<file path="src/rtl/cpu_ctrl_pkg.sv">
// rtl/cpu_ctrl_pkg.sv - shared opcodes, state encoding and alu_op bit indices
package cpu_ctrl_pkg;

  localparam logic [4:0] OP_ADD  = 5'b00011;
  localparam logic [4:0] OP_SUB  = 5'b00100;
  localparam logic [4:0] OP_AND  = 5'b00101;
  localparam logic [4:0] OP_OR   = 5'b00110;
  localparam logic [4:0] OP_ROR  = 5'b00111;
  localparam logic [4:0] OP_ROL  = 5'b01000;
  localparam logic [4:0] OP_SHR  = 5'b01001;
  localparam logic [4:0] OP_SHRA = 5'b01010;
  localparam logic [4:0] OP_SHL  = 5'b01011;
  localparam logic [4:0] OP_DIV  = 5'b01111;
  localparam logic [4:0] OP_MUL  = 5'b10000;
  localparam logic [4:0] OP_NEG  = 5'b10001;
  localparam logic [4:0] OP_NOT  = 5'b10010;

  localparam int ALU_AND  = 0;
  localparam int ALU_OR   = 1;
  localparam int ALU_ADD  = 2;
  localparam int ALU_SUB  = 3;
  localparam int ALU_MUL  = 4;
  localparam int ALU_DIV  = 5;
  localparam int ALU_SHR  = 6;
  localparam int ALU_SHRA = 7;
  localparam int ALU_SHL  = 8;
  localparam int ALU_ROR  = 9;
  localparam int ALU_ROL  = 10;
  localparam int ALU_NEG  = 11;
  localparam int ALU_NOT  = 12;
  localparam int ALU_W    = 13;

  typedef enum logic [2:0] {
    S_RESET = 3'd0,
    S_T0    = 3'd1,
    S_T1    = 3'd2,
    S_T2    = 3'd3,
    S_T3    = 3'd4,
    S_T4    = 3'd5,
    S_T5    = 3'd6,
    S_HALT  = 3'd7
  } state_t;

endpackage

</file>
<file path="src/rtl/instr_decode.sv">
// rtl/instr_decode.sv - combinational IR decode into ALU one-hot and register selects
module instr_decode
  import cpu_ctrl_pkg::*;
(
  input  logic [31:0]      ir,
  output logic [ALU_W-1:0] op_onehot,
  output logic             is_muldiv,
  output logic             is_unary,
  output logic             legal,
  output logic [15:0]      ra_sel,
  output logic [15:0]      rb_sel,
  output logic [15:0]      rc_sel
);

  // Low IR bits carry immediates for other instruction classes; not used here.
  logic ir_unused;
  assign ir_unused = ^ir[14:0];

  // Opcode to ALU one-hot and instruction class flags.
  always_comb begin
    op_onehot = '0;
    is_muldiv = 1'b0;
    is_unary  = 1'b0;
    legal     = 1'b1;
    unique case (ir[31:27])
      OP_ADD:  op_onehot[ALU_ADD]  = 1'b1;
      OP_SUB:  op_onehot[ALU_SUB]  = 1'b1;
      OP_AND:  op_onehot[ALU_AND]  = 1'b1;
      OP_OR:   op_onehot[ALU_OR]   = 1'b1;
      OP_ROR:  op_onehot[ALU_ROR]  = 1'b1;
      OP_ROL:  op_onehot[ALU_ROL]  = 1'b1;
      OP_SHR:  op_onehot[ALU_SHR]  = 1'b1;
      OP_SHRA: op_onehot[ALU_SHRA] = 1'b1;
      OP_SHL:  op_onehot[ALU_SHL]  = 1'b1;
      OP_DIV:  begin op_onehot[ALU_DIV] = 1'b1; is_muldiv = 1'b1; end
      OP_MUL:  begin op_onehot[ALU_MUL] = 1'b1; is_muldiv = 1'b1; end
      OP_NEG:  begin op_onehot[ALU_NEG] = 1'b1; is_unary  = 1'b1; end
      OP_NOT:  begin op_onehot[ALU_NOT] = 1'b1; is_unary  = 1'b1; end
      default: legal = 1'b0;
    endcase
  end

  // Register field one-hot selects.
  always_comb begin
    ra_sel = 16'h0001 << ir[26:23];
    rb_sel = 16'h0001 << ir[22:19];
    rc_sel = 16'h0001 << ir[18:15];
  end

endmodule

</file>
<file path="src/rtl/control_sequencer.sv">
// rtl/control_sequencer.sv - hardwired fetch/execute sequencer driving datapath strobes
module control_sequencer
  import cpu_ctrl_pkg::*;
#(
  parameter int PC_RESET_HOLD = 1
) (
  input  logic             clk,
  input  logic             reset,
  input  logic             run,
  input  logic [31:0]      IR,
  output logic [15:0]      Rout,
  output logic [15:0]      Rin,
  output logic             PCout,
  output logic             PCin,
  output logic             IncPC,
  output logic             MARin,
  output logic             MDRin,
  output logic             MDRout,
  output logic             Read,
  output logic             IRin,
  output logic             Yin,
  output logic             Zin,
  output logic             Zlowout,
  output logic             Zhighout,
  output logic             HIin,
  output logic             LOin,
  output logic [ALU_W-1:0] alu_op,
  output logic             instr_done,
  output logic             illegal,
  output logic [15:0]      instr_count
);

  localparam logic [1:0] HOLD_LAST = 2'(PC_RESET_HOLD - 1);

  state_t             state_q, state_d;
  logic [1:0]         hold_q, hold_d;
  logic [15:0]        count_q, count_d;
  logic [ALU_W-1:0]   op_onehot;
  logic               is_muldiv, is_unary, legal;
  logic [15:0]        ra_sel, rb_sel, rc_sel;

  instr_decode u_decode (
    .ir        (IR),
    .op_onehot (op_onehot),
    .is_muldiv (is_muldiv),
    .is_unary  (is_unary),
    .legal     (legal),
    .ra_sel    (ra_sel),
    .rb_sel    (rb_sel),
    .rc_sel    (rc_sel)
  );

  // State, reset-hold counter and retired-instruction counter.
  always_ff @(posedge clk) begin
    if (reset) begin
      state_q <= S_RESET;
      hold_q  <= '0;
      count_q <= '0;
    end else begin
      state_q <= state_d;
      hold_q  <= hold_d;
      count_q <= count_d;
    end
  end

  // Next state; instruction boundaries are the only places run is honoured.
  always_comb begin
    state_d = state_q;
    hold_d  = hold_q;
    unique case (state_q)
      S_RESET: begin
        if (hold_q == HOLD_LAST) state_d = run ? S_T0 : S_HALT;
        else                     hold_d  = hold_q + 2'd1;
      end
      S_T0:   state_d = S_T1;
      S_T1:   state_d = S_T2;
      S_T2:   state_d = legal ? S_T3 : (run ? S_T0 : S_HALT);
      S_T3:   state_d = S_T4;
      S_T4:   state_d = is_muldiv ? S_T5 : (run ? S_T0 : S_HALT);
      S_T5:   state_d = run ? S_T0 : S_HALT;
      S_HALT: state_d = run ? S_T0 : S_HALT;
      default: state_d = S_RESET;
    endcase
  end

  // Moore strobe decode from present state and IR; all quiet while reset is high.
  always_comb begin
    Rout = '0; Rin = '0; alu_op = '0;
    PCout = 1'b0; PCin = 1'b0; IncPC = 1'b0; MARin = 1'b0; MDRin = 1'b0;
    MDRout = 1'b0; Read = 1'b0; IRin = 1'b0; Yin = 1'b0; Zin = 1'b0;
    Zlowout = 1'b0; Zhighout = 1'b0; HIin = 1'b0; LOin = 1'b0;
    instr_done = 1'b0; illegal = 1'b0;
    if (!reset) begin
      unique case (state_q)
        S_T0: begin IncPC = 1'b1; PCin = 1'b1; MARin = 1'b1; Read = 1'b1; MDRin = 1'b1; end
        S_T1: begin MDRout = 1'b1; IRin = 1'b1; end
        S_T2: begin
          if (legal) begin Rout = rb_sel; Yin = 1'b1; end
          else illegal = 1'b1;
        end
        S_T3: begin
          Rout   = is_unary ? rb_sel : rc_sel;
          alu_op = op_onehot;
          Zin    = 1'b1;
        end
        S_T4: begin
          Zlowout = 1'b1;
          if (is_muldiv) LOin = 1'b1;
          else begin Rin = ra_sel; instr_done = 1'b1; end
        end
        S_T5: begin Zhighout = 1'b1; HIin = 1'b1; instr_done = 1'b1; end
        default: ;
      endcase
    end
  end

  // Count retires on the edge closing an instr_done cycle; wraps naturally.
  always_comb begin
    count_d = count_q + {15'd0, instr_done};
  end

  assign instr_count = count_q;

endmodule

</file>
<file path="config.mk">
export PLATFORM = sky130hd
export DESIGN_NAME = control_sequencer
export DESIGN_NICKNAME = d
export VERILOG_FILES = /design/src/rtl/cpu_ctrl_pkg.sv /design/src/rtl/instr_decode.sv /design/src/rtl/control_sequencer.sv
export SDC_FILE = /design/constraint.sdc
export NUM_CORES = 1
export LEC_CHECK = 0
export CORE_ASPECT_RATIO = 0.5
export CORE_MARGIN = 2
export CORE_UTILIZATION = 25
export CTS_BUF_LIST = sky130_fd_sc_hd__clkbuf_4 sky130_fd_sc_hd__clkbuf_8
export CTS_CLUSTER_DIAMETER = 40
export DETAILED_ROUTE_END_ITERATION = 10
export HOLD_SLACK_MARGIN = 0.06
export RECOVER_POWER = 25
export SLEW_MARGIN = 0
export SYNTH_ARGS = -nofsm -noshare
export SYNTH_HDL_FRONTEND = slang
export SYNTH_SLANG_ARGS = --single-unit
export TNS_END_PERCENT = 30
</file>
<file path="constraint.sdc">
create_clock -name clk -period 5.5 [get_ports clk]
set_clock_uncertainty 0.15 [all_clocks]
set_input_delay 0.55 -clock clk [delete_from_list [all_inputs] [get_ports clk]]
set_output_delay 0.55 -clock clk [all_outputs]
set_load 0.005 [all_outputs]
</file>
; Word-level counts from Yosys, hierarchy flattened
; Index checks and enable logic that the tools add are counted.
[totals]
register_bits = 21
in_bits = 35
output_inout_bits = 77
elab_cells = 89
[classes]
shift = 3
n_reduce_logical = 7
n_eq_ne = 21
n_bitwise = 1
mux = 52
addsub = 2
[ops]
columns = cell, n
row1 = $mux W16, 6
row2 = $shl A1 B4 Y16 const A, 3
row3 = $mux W1, 37
row4 = $pmux W16 S2, 1
row5 = $mux W13, 2
row6 = $eq A5 B4 Y1 const B, 5
row7 = $pmux W3 S7, 1
row8 = $eq A5 B3 Y1 const B, 4
row9 = $add A16 B1 Y16, 1
row10 = $eq A5 B5 Y1 const B, 3
row11 = $reduce_or A13 Y1, 1
row12 = $eq A3 B3 Y1 const B, 4
row13 = $mux W3, 4
row14 = $eq A3 B2 Y1 const B, 2
row15 = $reduce_or A2 Y1, 3
row16 = $eq A5 B2 Y1 const B, 1
row17 = $eq A3 B1 Y1 const B, 1
row18 = $logic_not A3 Y1, 1
row19 = $add A2 B1 Y2 const B, 1
row20 = $logic_not A2 Y1, 1
row21 = $ne A2 B2 Y1 const B, 1
row22 = $pmux W1 S2, 1
row23 = $reduce_and A2 Y1, 1
row24 = $not A1 Y1, 1

; Logic depth before layout (Yosys ltp)
[logic_depth]
word_depth = 7
mapped_depth = 11
ltp_nobuf = 9

; Modules after synthesis
; Synthesis repeated with hierarchy kept, for this count alone.
[hier_totals]
hier_cells = 304
hier_area_um2 = 2142.1
[modules_own_cells]
columns = mod, cells_per_inst, seq_area_each_um2, instances, area_per_inst_um2
row1 = control_sequencer, 209, 420.4, 1, 1676.6
row2 = instr_decode, 95, 0.0, 1, 465.4

; Least setup slack after synthesis
; OpenSTA, ideal clock, no wires.
[synth_path]
path_kind = input port to flip-flop
from = input port IR[30]
to = register count_q[9], in the netlist instr_count[9]
required_ps = 5222
path_slack_ps = 2865
arrival_ps = 2357
setup_ps = 128
path_buffers = 2
stages = 11
cell_sequence = buf_2 or3b_1 clkbuf_1 o221ai_1 nand2b_1 ha_1 nand3_1 nor3_1 nand3_1 xor2_1 nor2_1
[synth_via]
elab_chain_cells = 7
word_cells_on_any_way = 8
classes_between = add/sub: 1 / eq/ne: 2 / mux: 4 / reduce/logical: 1
[synth_rtl]
columns = item, line_no
row1 = "start, declared", control_sequencer.sv:10  ; input logic [31:0] IR,
row2 = $eq A5 B4 Y1 / $eq A5 B5 Y1 (equally long branches), instr_decode.sv:25  ; unique case (ir[31:27])
row3 = $reduce_or A2 Y1 (no source line) *, --
row4 = $mux W1 *, instr_decode.sv:25
row5 = $mux W1 *, control_sequencer.sv:108  ; if (is_muldiv) LOin = 1'b1;
row6 = $pmux W1 S2 *, control_sequencer.sv:94  ; unique case (state_q)
row7 = $mux W1 *, control_sequencer.sv:93  ; if (!reset) begin
row8 = named net instr_done, control_sequencer.sv:28  ; output logic instr_done,
row9 = $add A16 B1 Y16 *, control_sequencer.sv:119  ; count_d = count_q + {15'd0, instr_done};
row10 = "end signal, assigned", control_sequencer.sv:62  ; count_q <= count_d;
row11 = "end, declared", control_sequencer.sv:37  ; logic [15:0] count_q, count_d;
; The timed path passes the listed nets; every way through them passes the cells marked *.
; A chain may end at the register's enable or synchronous reset.

; Final worst setup path
[layout_path]
from = input port reset
to = output port Rout[9]
[layout_via]
elab_chain_cells = 1
[layout_rtl]
columns = item, line_no
row1 = "start, declared", control_sequencer.sv:8  ; input logic reset,
row2 = $mux W16, control_sequencer.sv:93
row3 = "end, declared", control_sequencer.sv:11  ; output logic [15:0] Rout,
; Every way passes these cells.

==> results_dict.tcl <==
set metrics [dict create \
    finalNonFillerCells 409 \
    route.detailed.drc 0 \
    first_iter_violations 71 \
    root_buffer "clkbuf_8" \
    post-cts-setup-buffers 0 \
    syn_to_final_growth_pct 61.0 \
    worst_setup_path_start_kind "primary input" \
    cp.arrival_ps 3460 \
    die_area_sq_um 7320 \
    initial_core_util_pct 26.5 \
    worst_pin_slew_ps 864 \
    hold_buffers 0 \
    io_buffers 95 \
    clk_pin_slew_ps 70 \
    rows 20 \
    syn_inst 237 \
    n_antenna_cell 0 \
    ir_drop_mv 0.119 \
    wl_per_cell_um 12.5 \
    wl_mm 5.12 \
    p_seq_share_pct 46.9 \
    synthTopCellsByArea "dfxtp_1, nor2_1, xor2_1" \
    grt_pass1_vias 1781 \
    num-fill-cells 628 \
    period_minus_slack_ps 4160 \
    antenna_found_initial 0 \
    netSwitchingPower_mw 0.0986 \
    yosysTopAreaCellShare_pct 25.4 \
    p_sw_share_pct 28.3 \
    final_nets 360 \
    max_freq_mhz 240 \
    cp.required_ps 4800 \
    track_usage_pct 13.4 \
    post-dp-hpwl_mm 4.12 \
    synth_edf_count 0 \
    synth_common_cells "nor2_1, dfxtp_1, nand2_1, o22ai_1, nand2b_1" \
    rsz0062_at_grt "no" \
    p_int_mw 0.250 \
    setup_viol 0 \
    status "finished clean" \
    relSlewSlack_pct 42.2 \
    finalCritPeriodShare_pct 75.7 \
    p_clk_share_pct 28.4 \
    io_pins 112 \
    clk_latency_ps 260 \
    synthArstFlopShare_pct 0 \
    ys_types 41 \
    max_cap_violations 0 \
    synth_seq_cells 21 \
    gp_congestion 0.854 \
    drive_gt1_share_pct 3.43 \
    numCtsBuffers 3 \
    synth_fp_nets 275 \
    avgSynthCellArea_sq_um 6.98 \
    yosysMostFrequentCell "nor2_1" \
    setup_tns_ps 0 \
    cp_max_fo 24 \
    fp.dieW_um 119 \
    numClockSinks 21 \
    dr.pass1.iters 4 \
    powerDensity_nw_per_um2 131 \
    hp-class "reg2reg" \
    finalHoldViolations 0 \
    ys.flop_type "dfxtp_1" \
    p_leak_nw 0.932 \
    ant_nets 0 \
    cts_tree "yes" \
    synth_warnings 0 \
    ys_seq_area_share_pct 25.4 \
    dp_cells 405 \
    crit_path_end_kind "output pin" \
    vias 1923 \
    dieHeight_um 61.5 \
    critical_path_class "in2out" \
    synth.cell_area_sq_um 1650 \
    cts_max_path_buffers 2 \
    grt_start_max_net_pins 25 \
    cts_max_level 1 \
    finalMaxSlewViolations 0 \
    core_area_sq_um 6230 \
    grt_pass1_wl_mm 8.18 \
    cts_resized 0 \
    grt_overflow 0 \
    comb_power_share_pct 24.7 \
    yosysTopAreaCell "dfxtp_1" \
    via_per_inst 4.70 \
]
[critical path, stage by stage]
cell	delay, ps
dlygate4sd3_1	860
or4b_4	650
a211o_1	350
nor2_1	120
a21oi_1	100
o22ai_1	270
clkdlybuf4s50_1	550
[per-stage QoR]
step                worst slack (ps)  cell area [sq um]  power (mW)  hold WS [ps]  util (%)
detailed placement              1310               2620       0.254           356      42.1
global route                    1190               2660       0.371           432      42.7
finish                          1340               2660       0.349           365      42.7
CTS                             1290               2670       0.354           383      42.8
floorplan                       2870               1650       0.217           310         -
global placement                1380               2620       0.252           324      42.1
[flip-flops by register name, indices dropped and copies added, names as in the netlist]
name,count
state_q,3
instr_count,16
hold_q,2
[path summary, 6_finish.rpt]
check	start	end	slack, ps	cells past startpoint
min reg2reg	instr_count[15]	instr_count[15]	370	2
max reg2reg	state_q[0]	instr_count[9]	2830	9
max	reset	Rout[9]	1340	7
min	instr_count[15]	instr_count[15]	370	2
[cells in the final DEF, fill, tap and decap left out, types with 3 or more instances in the layout]
master / instances
xor2_1: 13
o22ai_1: 18
nand3_1: 10
nand3b_1: 3
nor2b_1: 6
ha_1: 3
a21oi_1: 10
nor3b_1: 3
clkdlybuf4s50_1: 77
nand2_1: 17
nand4_1: 3
or2_2: 5
nor2_1: 54
xnor2_1: 3
clkbuf_8: 3
inv_1: 6
dfxtp_1: 21
nor3_1: 10
dlygate4sd3_1: 18
nand2b_1: 15
[layer usage]
layer	vias to the layer above	wire length [um]	GRT usage [%]
met1	910	2390	16.8
li1	977	-	-
met5	-	0	0
met3	2	167	2.13
met2	34	2550	25.7
met4	0	10	1.70
[power groups by stage]
stage / Clock, mW / Sequential, mW / Combinational [mW]
final: 0.0990 / 0.164 / 0.0861
after CTS: 0.104 / 0.164 / 0.0872
after global routing: 0.111 / 0.165 / 0.0952
after detailed placement: 0 / 0.167 / 0.0869
after global placement: 0 / 0.167 / 0.0849
after floorplan: 0 / 0.162 / 0.0548
[cell type report]
| type | instances | area, sq um | area share, % |
|---|---|---|---|
| Multi-Input combinational cell | 195 | 1110 | 41.8 |
| Timing Repair Buffer | 95 | 951 | 35.7 |
| Sequential cell | 21 | 420 | 15.8 |
| Tap cell | 88 | 110 | 4.14 |
| Clock buffer | 3 | 41.3 | 1.55 |
| Inverter | 6 | 22.5 | 0.846 |
| Clock inverter | 1 | 5.00 | 0.188 |
[cells by family (layout without fill, tap and decap cells)]
kind of cell             count (synthesis)  after routing  synth area share, %
flip-flops                              21             21                 25.4
adder cells (fa/ha/maj)                  3              3                 2.27
other                                    1              1                0.227
AO/OA/AOI/OAI                           38             38                 15.1
AND/OR/NAND/NOR                        136            136                 40.9
buffers and inverters                   21            105                 6.96
XOR/XNOR                                16             16                 8.47
multiplexers                             1              1                0.605
Note: power is estimated with default switching activity, not from simulation.
